`src/rtl/parking_controller.sv`:
```
// Four-slot parking lot controller: debounced entry/exit requests drive a
// single gate FSM that allocates the lowest free slot and times the barrier.

module parking_debounce #(
    parameter int DEBOUNCE_CYCLES = 10
) (
    input  logic clk,
    input  logic reset,
    input  logic req,
    output logic event_pulse
);
    localparam int CW = $clog2(DEBOUNCE_CYCLES + 1);
    localparam logic [CW-1:0] CNT_MAX = CW'(DEBOUNCE_CYCLES);
    localparam logic [CW-1:0] CNT_PRE = CW'(DEBOUNCE_CYCLES - 1);

    logic [1:0]    sync_q;
    logic [1:0]    sync_d;
    logic [CW-1:0] cnt_q;
    logic [CW-1:0] cnt_d;
    logic          ev_q;
    logic          ev_d;

    // Synchronizer shift, saturating stable-high counter and one-shot event.
    always_comb begin
        sync_d = {sync_q[0], req};
        cnt_d  = cnt_q;
        ev_d   = 1'b0;
        if (sync_q[1]) begin
            if (cnt_q != CNT_MAX) begin
                cnt_d = cnt_q + CW'(1);
            end else begin
                cnt_d = cnt_q;
            end
            ev_d = (cnt_q == CNT_PRE);
        end else begin
            cnt_d = '0;
        end
    end

    // Debounce state registers.
    always_ff @(posedge clk or negedge reset) begin
        if (!reset) begin
            sync_q <= 2'b00;
            cnt_q  <= '0;
            ev_q   <= 1'b0;
        end else begin
            sync_q <= sync_d;
            cnt_q  <= cnt_d;
            ev_q   <= ev_d;
        end
    end

    assign event_pulse = ev_q;
endmodule

module parking_controller #(
    parameter int GATE_CYCLES     = 1000,
    parameter int DEBOUNCE_CYCLES = 10
) (
    input  logic       clk_500Hz,
    input  logic       reset,
    input  logic       entry_req,
    input  logic       exit_req,
    input  logic [1:0] exit_slot,
    output logic [2:0] empty_slot,
    output logic [2:0] capacity,
    output logic       gate_open,
    output logic [2:0] assigned_slot,
    output logic       denied,
    output logic       err
);
    localparam int TW = (GATE_CYCLES > 1) ? $clog2(GATE_CYCLES) : 1;
    localparam logic [TW-1:0] TIMER_LOAD = TW'(GATE_CYCLES - 1);

    typedef enum logic [1:0] {
        IDLE       = 2'd0,
        ENTRY_OPEN = 2'd1,
        EXIT_OPEN  = 2'd2
    } state_t;

    function automatic logic [2:0] free_count(input logic [3:0] occ);
        logic [2:0] n;
        n = 3'd0;
        for (int i = 0; i < 4; i++) begin
            n = n + {2'b00, ~occ[i]};
        end
        return n;
    endfunction

    function automatic logic [2:0] lowest_free(input logic [3:0] occ);
        logic [2:0] idx;
        casez (occ)
            4'b???0: idx = 3'd0;
            4'b??01: idx = 3'd1;
            4'b?011: idx = 3'd2;
            4'b0111: idx = 3'd3;
            default: idx = 3'b111;
        endcase
        return idx;
    endfunction

    function automatic logic [3:0] slot_mask(input logic [1:0] idx);
        return 4'b0001 << idx;
    endfunction

    logic          entry_ev_s;
    logic          exit_ev_s;
    logic [2:0]    empty_s;
    state_t        state_q;
    state_t        state_d;
    logic [3:0]    occ_q;
    logic [3:0]    occ_d;
    logic [TW-1:0] timer_q;
    logic [TW-1:0] timer_d;
    logic          gate_q;
    logic          gate_d;
    logic [2:0]    assigned_q;
    logic [2:0]    assigned_d;
    logic          denied_q;
    logic          denied_d;
    logic          err_q;
    logic          err_d;

    parking_debounce #(.DEBOUNCE_CYCLES(DEBOUNCE_CYCLES)) u_entry_db (
        .clk         (clk_500Hz),
        .reset       (reset),
        .req         (entry_req),
        .event_pulse (entry_ev_s)
    );

    parking_debounce #(.DEBOUNCE_CYCLES(DEBOUNCE_CYCLES)) u_exit_db (
        .clk         (clk_500Hz),
        .reset       (reset),
        .req         (exit_req),
        .event_pulse (exit_ev_s)
    );

    assign empty_s = lowest_free(occ_q);

    // Gate FSM: exit wins over a simultaneous entry; events while open are dropped.
    always_comb begin
        state_d    = state_q;
        occ_d      = occ_q;
        timer_d    = timer_q;
        gate_d     = gate_q;
        assigned_d = assigned_q;
        denied_d   = 1'b0;
        err_d      = 1'b0;
        case (state_q)
            IDLE: begin
                if (exit_ev_s) begin
                    if (occ_q[exit_slot]) begin
                        occ_d   = occ_q & ~slot_mask(exit_slot);
                        gate_d  = 1'b1;
                        timer_d = TIMER_LOAD;
                        state_d = EXIT_OPEN;
                    end else begin
                        err_d = 1'b1;
                    end
                end else if (entry_ev_s) begin
                    if (empty_s != 3'b111) begin
                        occ_d      = occ_q | slot_mask(empty_s[1:0]);
                        assigned_d = empty_s;
                        gate_d     = 1'b1;
                        timer_d    = TIMER_LOAD;
                        state_d    = ENTRY_OPEN;
                    end else begin
                        denied_d = 1'b1;
                    end
                end else begin
                    state_d = IDLE;
                end
            end
            ENTRY_OPEN, EXIT_OPEN: begin
                if (timer_q == '0) begin
                    gate_d  = 1'b0;
                    state_d = IDLE;
                end else begin
                    timer_d = timer_q - TW'(1);
                end
            end
            default: begin
                gate_d  = 1'b0;
                state_d = IDLE;
            end
        endcase
    end

    // Controller state and registered outputs.
    always_ff @(posedge clk_500Hz or negedge reset) begin
        if (!reset) begin
            state_q    <= IDLE;
            occ_q      <= 4'b0000;
            timer_q    <= '0;
            gate_q     <= 1'b0;
            assigned_q <= 3'b111;
            denied_q   <= 1'b0;
            err_q      <= 1'b0;
        end else begin
            state_q    <= state_d;
            occ_q      <= occ_d;
            timer_q    <= timer_d;
            gate_q     <= gate_d;
            assigned_q <= assigned_d;
            denied_q   <= denied_d;
            err_q      <= err_d;
        end
    end

    assign empty_slot    = empty_s;
    assign capacity      = free_count(occ_q);
    assign gate_open     = gate_q;
    assign assigned_slot = assigned_q;
    assign denied        = denied_q;
    assign err           = err_q;
endmodule

```
`config.mk`:
```
export PLATFORM = sky130hd
export DESIGN_NAME = parking_controller
export DESIGN_NICKNAME = d
export VERILOG_FILES = /design/src/rtl/parking_controller.sv
export SDC_FILE = /design/constraint.sdc
export NUM_CORES = 1
export LEC_CHECK = 0
export CAP_MARGIN = 40
export CORE_MARGIN = 8
export CORE_UTILIZATION = 40
export DETAILED_ROUTE_END_ITERATION = 8
export GPL_TIMING_DRIVEN = 0
export HOLD_SLACK_MARGIN = 0.1
export SLEW_MARGIN = 20
export SYNTH_ARGS = -nofsm -noshare
export SYNTH_HDL_FRONTEND = slang
export SYNTH_SLANG_ARGS = --single-unit
```
`constraint.sdc`:
```
create_clock -name clk_500Hz -period 1.9 [get_ports clk_500Hz]
set_clock_uncertainty 0.2 [all_clocks]
set_input_delay 0.38 -clock clk_500Hz [delete_from_list [all_inputs] [get_ports clk_500Hz]]
set_output_delay 0.38 -clock clk_500Hz [all_outputs]
set_load 0.03 [all_outputs]
```
## Word-level counts from Yosys, hierarchy flattened

Cells that the tools add are included.
W data, S select, Z words.

| word-level totals | value |
|---|---|
| bits in registers | 36 |
| input port bits | 6 |
| output and inout port bits | 12 |

| cells by class | value |
|---|---|
| $add $sub $neg | 6 |
| order comparisons | 1 |
| eq/ne operators | 19 |
| shift-type cells | 2 |
| mux-type cells | 38 |
| bitwise logic cells | 8 |
| reduce and logical (&&, ||, !) cells | 11 |

Operator list:

| kind | number |
|---|---|
| $mux W10 | 5 |
| $mux W4 | 8 |
| $pmux W10 S2 | 1 |
| $mux W1 | 15 |
| $pmux W3 S4 | 1 |
| $reduce_and A4 Y1 | 3 |
| $logic_not A10 Y1 | 1 |
| $mux W2 | 5 |
| $ne A2 B2 Y1 const B | 5 |
| $sub A10 B1 Y10 const B | 1 |
| $add A4 B1 Y4 const B | 2 |
| $eq A4 B4 Y1 const B | 2 |
| $ne A4 B4 Y1 const B | 2 |
| $shl A1 B2 Y4 const A | 2 |
| $ne A3 B3 Y1 const B | 2 |
| $reduce_bool A2 Y1 | 3 |
| $not A1 Y1 | 5 |
| $reduce_and A5 Y1 | 1 |
| $and A4 B4 Y4 | 1 |
| $eq A2 B1 Y1 const B | 2 |
| $eq A4 B3 Y1 const B | 1 |
| $ne A4 B3 Y1 const B | 1 |
| $not A4 Y4 | 1 |
| $or A4 B4 Y4 | 1 |
| other kinds (14) | 14 |

## Logic depth before layout (Yosys ltp)

Gate-level depths: netlist of run 1.

| logic depth | value |
|---|---|
| depth after elaboration | 7 |
| mapped depth | 7 |
| depth with buffers taken out | 6 |

## Cells and area by module

A second synthesis of run 1 with hierarchy kept.

| unflattened totals | value |
|---|---|
| cells, all modules | 185 |
| area, all modules | 1956.9 um^2 |

By module, submodules not included:

| module | times used | cells each | area an instance (um^2) | sequential area each (um^2) |
|---|---|---|---|---|
| parking_controller | 1 | 135 | 1313.8 | 554.3 |
| parking_debounce | 2 | 25 | 321.6 | 175.2 |

## Least setup slack after synthesis of run 1

No wires, ideal clock.

| timing path | value |
|---|---|
| path kind | register -> output |
| from | register occ_q[0] |
| to | output capacity[1] |
| data arrival time | 1.583 ns |
| data required time | 1.320 ns |
| slack | -0.263 ns |
| stages on the path, launching flop included | 5 |
| path buffers | 0 |
| cell sequence | dfrtp_1 > fa_1 > inv_1 > ha_1 > ha_1 |

| on the way | value |
|---|---|
| longest elaborated chain between the ends | 4 |

Ends and longest elaborated chain:

| item | RTL line | RTL |
|---|---|---|
| start: declaration | 111 | `logic [3:0] occ_q;` |
| start signal: assignment | 193 | `occ_q <= 4'b0000;` |
| start signal: assignment | 201 | `occ_q <= occ_d;` |
| $not A1 Y1 | 85 | `n = n + {2'b00, ~occ[i]};` |
| $add A1 B1 Y2 | 85 |  |
| $add A2 B1 Y3 | 85 |  |
| $add A3 B1 Y3 | 85 |  |
| end: declaration | 66 | `output logic [2:0] capacity,` |

No other way between the ends.

## Worst setup path after layout of run 1

| timing path | value |
|---|---|
| from | register occ_q[3] |
| to | output capacity[1] |

| on the way | value |
|---|---|
| longest elaborated chain between the ends | 2 |

Ends and longest elaborated chain:

| item | RTL line |
|---|---|
| $not A1 Y1 | 85 |
| $add A3 B1 Y3 | 85 |

No other way between the ends.

==> results.toml, run 1 <==
[setup_path]
start_kind = "flop"
critPathArrivalTime_ns = 1.83
path_cells = "fa_1 -> inv_2 -> ha_4 -> ha_4 -> buf_6"
endpoint_kind = "output port"
reg2reg_depth = 6
crit_top_cell = "ha_4"
cp_max_fo = 2
rr_endpoint = "timer_q[2]$_DFFE_PN0P_"
setup.worst_path.class = "flop to output port"
r2r-start = "occ_q[3]$_DFFE_PN0P_"
crit_path_top_delay_cell = "fa_1"
max_stage_delay_ns = 0.56
cp_num_buf_inv = 2
crit_family = "adder cells"
crit_required_ns = 1.32
worst-r2r-setup-slack_ns = -0.24

[logic_synthesis]
synth.area.top_cells = "dfrtp_1 (41%), ha_1 (8.0%), dfstp_2 (3.9%)"
async_reset_ff_frac = 1.00
synth_top_area_share = 0.406
netlist_top_cells_count = "dfrtp_1 (33), inv_1 (16), o21ai_0 (15)"
synth_edf_count = 0
seq_area_frac_synth = 0.445
syn-instance-count = 193
synth_top_area_cell = "dfrtp_1"
netlist_area_um2 = 2030
syn_area_per_cell_um2 = 10.5
synth_cell_type_count = 60
yosys_warnings = 0
yosys.cell_count.top_type = "dfrtp_1"
ys_ff_latch = 36
synthFlopType = "dfrtp_1"
synth_fp_nets = 213

[sta]
slew_violations = 0
fin_ws_ns = -0.513
fmaxAchievable_ghz = 0.414
rsz0062_at_grt = "true"
finalHoldViolCount = 0
hold_ws_ns = 0.143
fin_crit_ns = 2.41
worst_slew_pin_slew_ns = 0.650
fin_crit_sh = 1.27
slew_headroom = 0.563
finalSetupViolCount = 15

[job]
drv_cap = 0

[grt]
grt_max_degree = 21
grt_pass1_wl_mm = 7.75
track_usage = 0.130
antenna_found_initial = 0
grt_pass1_vias = 1611
grt_overflow = 0

[die]
ios = 18
die_area_um2 = 7620
row_count = 26
initial_core_util = 0.406
core_um2 = 5010
die_x_um = 87.3
die_height_um = 87.3

[hold_path]
hold_class = "input port to flop"
hold_start = "exit_slot[0]"
hold_path_end = "occ_q[0]$_DFFE_PN0P_"
whs_path_depth = 3

[power]
ir_drop_mv = 0.408
p_per_area_nw_per_um2 = 892
p_leak_uw = 0.00125

[clock_network]
clk_path_buf_depth = 2
cts_tree = "built"
path_clk_slew_ns = 0.08
cts_htree_levels = 2
cts_inserted_buffers = 5
cts-root-buf = "clkbuf_8"
clk-insertion-delay-late_ns = 0.29
clock_sinks = 36

[layout]
area_delta_synth_final_pct = 34.2
drive_above_1_share = 0.328
nets = 257
antennaDiodeCount = 0
utilization = 0.545

[drt]
detail-route-antenna-nets = 0
drc = 0
viasPerCell = 5.26
routed_wl_mm = 4.28
drtIter0Drc = 138
wire_per_inst_um = 13.9
via_count = 1620
drtPass1Iterations = 4

[placed_design]
port-buffer-count = 16
hpwl_mm = 2.93
gp_congestion = 0.763

[run_status]
violations = "setup timing"
outcome = "finished, violations left"
-- metrics by stage --
stage	setup TNS, ns	power (uW)	cells	cell area [um2]	worst slack (ns)
global route	-4.59	2610	308	2730	-0.559
CTS	-3.41	2410	304	2670	-0.523
detailed placement	-8.52	1620	280	2360	-0.783
floorplan	-0.683	1450	193	2090	-0.122
finish	-3.45	2430	308	2730	-0.513
global placement	-29.09	1610	279	2340	-0.781
-- tightest hold or removal path: cells and delay by family --
kind	cells	cell delay [ns]
buffers and inverters	1	0.10
AO/OA/AOI/OAI	2	0.13
-- cell usage in the layout, fill, tap and decap left out, types with 2 or more instances in the layout --
master and instances:
a211o_1 3, a21oi_1 4, a221oi_2 2, a31oi_1 2
and2_1 3, and3_1 2, buf_4 19, buf_6 8
clkbuf_8 6, clkdlybuf4s50_1 3, clkinvlp_4 2, dfrtp_1 30
dfrtp_2 3, dfstp_2 3, dlygate4sd2_1 4, dlymetal6s2s_1 2
ha_1 7, ha_4 5, inv_1 12, inv_2 3
nand2_1 11, nand3_1 6, nand3_4 2, nand3b_1 2
nor2_1 7, nor2_2 2, nor2b_1 4, nor3_4 2
nor4_1 2, o211a_1 2, o21ai_0 10, o21ai_1 5
o31ai_1 5, or3_1 4, xnor2_1 3
-- worst max-delay path by stage --
| stage | startpoint | to | slack, ns | cells after the start |
|---|---|---|---|---|
| detailed placement | occ_q[3]$_DFFE_PN0P_ | capacity[1] | -0.78 | 5 |
| global placement | occ_q[3]$_DFFE_PN0P_ | capacity[1] | -0.78 | 5 |
| global route | occ_q[3]$_DFFE_PN0P_ | capacity[1] | -0.56 | 5 |
| finish | occ_q[3]$_DFFE_PN0P_ | capacity[1] | -0.51 | 5 |
| floorplan | occ_q[3]$_DFFE_PN0P_ | capacity[1] | -0.12 | 4 |
| CTS | occ_q[3]$_DFFE_PN0P_ | capacity[1] | -0.52 | 5 |
-- layer usage --
metal	vias up	routed length [um]	track usage
met4	0	61	0.0453
met2	16	2050	0.210
met3	6	107	0.0311
li1	795	-	-
met5	-	0	0
met1	803	2060	0.163
-- cells by family after synthesis --
group	count (synthesis)	synth area share
xor gates and xnor gates	3	0.0129
buffers and inverters	23	0.0585
and+or+nand+nor	60	0.165
DFF	36	0.445
AOI/OAI and AO/OA	54	0.207
muxes	3	0.0215
adders and majority gates	14	0.0898
-- registers in the layout, indices dropped and copies added, names as in the netlist --
register,flops
u_exit_db.cnt_q,4
gate_open,1
err,1
assigned_slot,3
denied,1
state_q,2
timer_q,10
u_exit_db.sync_q,2
u_entry_db.cnt_q,4
u_exit_db.event_pulse,1
occ_q,4
u_entry_db.sync_q,2
u_entry_db.event_pulse,1
-- timing repair --
item	4_1_cts	5_1_grt
pin swaps	6	3
resized for setup	68	9
hold buffers	1	0
endpoints found under the hold margin	16	0
buffers inserted	16	5
setup endpoints to repair	25	22
gates cloned	0	0
-- final cells by class --
cell class,count,area (um2)
multi-input cells,134,1170
clock inverters,3,23.8
fillers,462,2280
plain buffers,5,48.8
flip-flops and latches,36,908
well taps,70,87.6
inverters,17,66.3
clock buffers,5,68.8
repair buffers,38,354
-- where the power goes --
| group | internal [uW] | switching [uW] |
|---|---|---|
| combinational | 457 | 509 |
| sequential | 831 | 79.9 |
| clock | 259 | 299 |
Note: power is estimated with default switching activity, not from simulation.
==> inputs of run 2 (changes only) <==
Settings changed: CORE_UTILIZATION 40 to 45, PLACE_DENSITY set to 0.67.
==> run 2 against run 1 <==
Compared with the run above:
- the flow still finishes with violations (setup timing)
- combinational power increased by 9.8%
- clock power increased by 0.9%
- sequential power increased by 1%
- via count increased by 5.5%
- critical endpoint unchanged
- flip-flop and latch count unchanged
- clock-buffer cell count unchanged
- core utilization increased by 7.3 points
- final area decreased by 1.5%
==> results.toml, run 2 (synthesis gave the netlist of run 1 again) <==
[sta]
slew_violations = 0
setup_tns_ns = -3.81
finalHoldViolCount = 0
slew_headroom = 0.713
fmaxAchievable_ghz = 0.413
fin_crit_sh = 1.27
fin_ws_ns = -0.520
finalSetupViolCount = 17
rsz0062_at_grt = "true"
fin_crit_ns = 2.42
worst_slew_pin_slew_ns = 0.427

[job]
drv_cap = 0

[drt]
via_count = 1709
wire_per_inst_um = 16.8
viasPerCell = 5.93
drtIter0Drc = 157
drc = 0
detail-route-antenna-nets = 0
routed_wl_mm = 4.83
drtPass1Iterations = 4

[die]
die_area_um2 = 6920
initial_core_util = 0.467
core_um2 = 4350
row_count = 24
die_x_um = 83.2
die_height_um = 83.2
ios = 18

[power]
p_leak_uw = 0.00125
ir_drop_mv = 0.409
pwr-share-comb = 0.416
share_seq_of_total_power = 0.362
internal_power_uw = 1590
p_per_area_nw_per_um2 = 945
p_clk_frac = 0.222
swShare = 0.373
p_switching_uw = 949

[setup_path]
endpoint_kind = "output port"
path_cells = "fa_1 -> inv_2 -> ha_4 -> ha_4 -> buf_6"
setup.worst_path.class = "flop to output port"
start_kind = "flop"
crit_path_top_delay_cell = "fa_1"
r2r-start = "occ_q[3]$_DFFE_PN0P_"
worst-r2r-setup-slack_ns = -0.29
crit_required_ns = 1.32
rr_endpoint = "timer_q[2]$_DFFE_PN0P_"
crit_family = "adder cells"
cp_num_buf_inv = 2
cp_max_fo = 2
max_stage_delay_ns = 0.56
crit_top_cell = "ha_4"
critPathArrivalTime_ns = 1.84
reg2reg_depth = 6

[clock_network]
clk_path_buf_depth = 2
cts_tree = "built"
clock_sinks = 36
path_clk_slew_ns = 0.08
clk-insertion-delay-late_ns = 0.30
cts_htree_levels = 2
cts-root-buf = "clkbuf_8"
cts_inserted_buffers = 5

[layout]
drive_above_1_share = 0.322
largest_reg_flops = 10
fin_area_um2 = 2690
fillers = 350
mostFrequentLayoutCell = "dfrtp_1"
area_delta_synth_final_pct = 32.2
nets = 255
largest-register = "timer_q"
final_cell_mix = "dfrtp_1 (31), buf_4 (16), inv_1 (11), nand2_1 (11), o21ai_0 (10)"
antennaDiodeCount = 0

[placed_design]
gp_congestion = 0.891
hpwl_mm = 3.26
port-buffer-count = 16
placed_cell_area_um2 = 2340

[hold_path]
hold_start = "u_exit_db.sync_q[0]$_DFF_PN0_"
hold_class = "flop to flop"
whs_path_depth = 0
hold_path_end = "u_exit_db.sync_q[1]$_DFF_PN0_"

[grt]
track_usage = 0.136
grt_overflow = 0
grt_max_degree = 24
antenna_found_initial = 0
grt_pass1_wl_mm = 7.89
grt_pass1_vias = 1701

[run_status]
violations = "setup timing"
outcome = "finished, violations left"
==> run 2: timing repair <==
item	4_1_cts	5_1_grt
endpoints found under the setup margin	25	22
hold endpoints to repair	15	0
pin swaps	4	3
hold buffers	1	0
setup buffers	11	7
gates resized for setup	61	12
==> run 2: layout make-up <==
class	instances	area, um2	area share
multi-input cells	134	1170	0.435
flip-flops and latches	36	907	0.337
repair buffers	36	342	0.127
clock buffers	5	68.8	0.0256
well taps	52	65.1	0.0242
inverters	17	63.8	0.0237
plain buffers	5	48.8	0.0181
clock inverters	3	23.8	0.00884
==> run 2: layer usage <==
layer  vias to the layer above  GRT usage  part of all wire
met5                         -          0                 0
met4                         0     0.0527             0.013
met3                         7     0.0342             0.039
met2                        49      0.236              0.53
met1                       862      0.154              0.42
li1                        791          -                 -
==> run 2: how the worst max path moves through the flow <==
stage / startpoint / to / slack (ns) / cells after the start
floorplan: occ_q[3]$_DFFE_PN0P_ / capacity[1] / -0.12 / 4
global placement: occ_q[3]$_DFFE_PN0P_ / capacity[1] / -0.75 / 5
detailed placement: occ_q[3]$_DFFE_PN0P_ / capacity[1] / -0.79 / 5
CTS: occ_q[3]$_DFFE_PN0P_ / capacity[1] / -0.54 / 5
global route: occ_q[3]$_DFFE_PN0P_ / capacity[1] / -0.57 / 5
finish: occ_q[3]$_DFFE_PN0P_ / capacity[1] / -0.52 / 5
==> run 2: stage by stage <==
stage / std cells / setup WS [ns] / total power, uW / utilization / hold slack [ns]
global placement: 261 / -0.753 / 1580 / 0.532 / 0.135
floorplan: 193 / -0.122 / 1450 / - / -0.116
finish: 288 / -0.520 / 2540 / 0.618 / 0.157
CTS: 281 / -0.540 / 2390 / 0.592 / 0.159
global route: 288 / -0.567 / 2690 / 0.618 / 0.162
detailed placement: 262 / -0.785 / 1630 / 0.537 / 0.118
==> run 2: power groups by stage <==
stage	combinational, uW	sequential (uW)	clock (uW)
3_5_place_dp	710	924	0
2_1_floorplan	537	908	0
4_1_cts	904	910	578
6_report	1060	920	563
3_3_place_gp	666	916	0
5_1_grt	1150	930	613
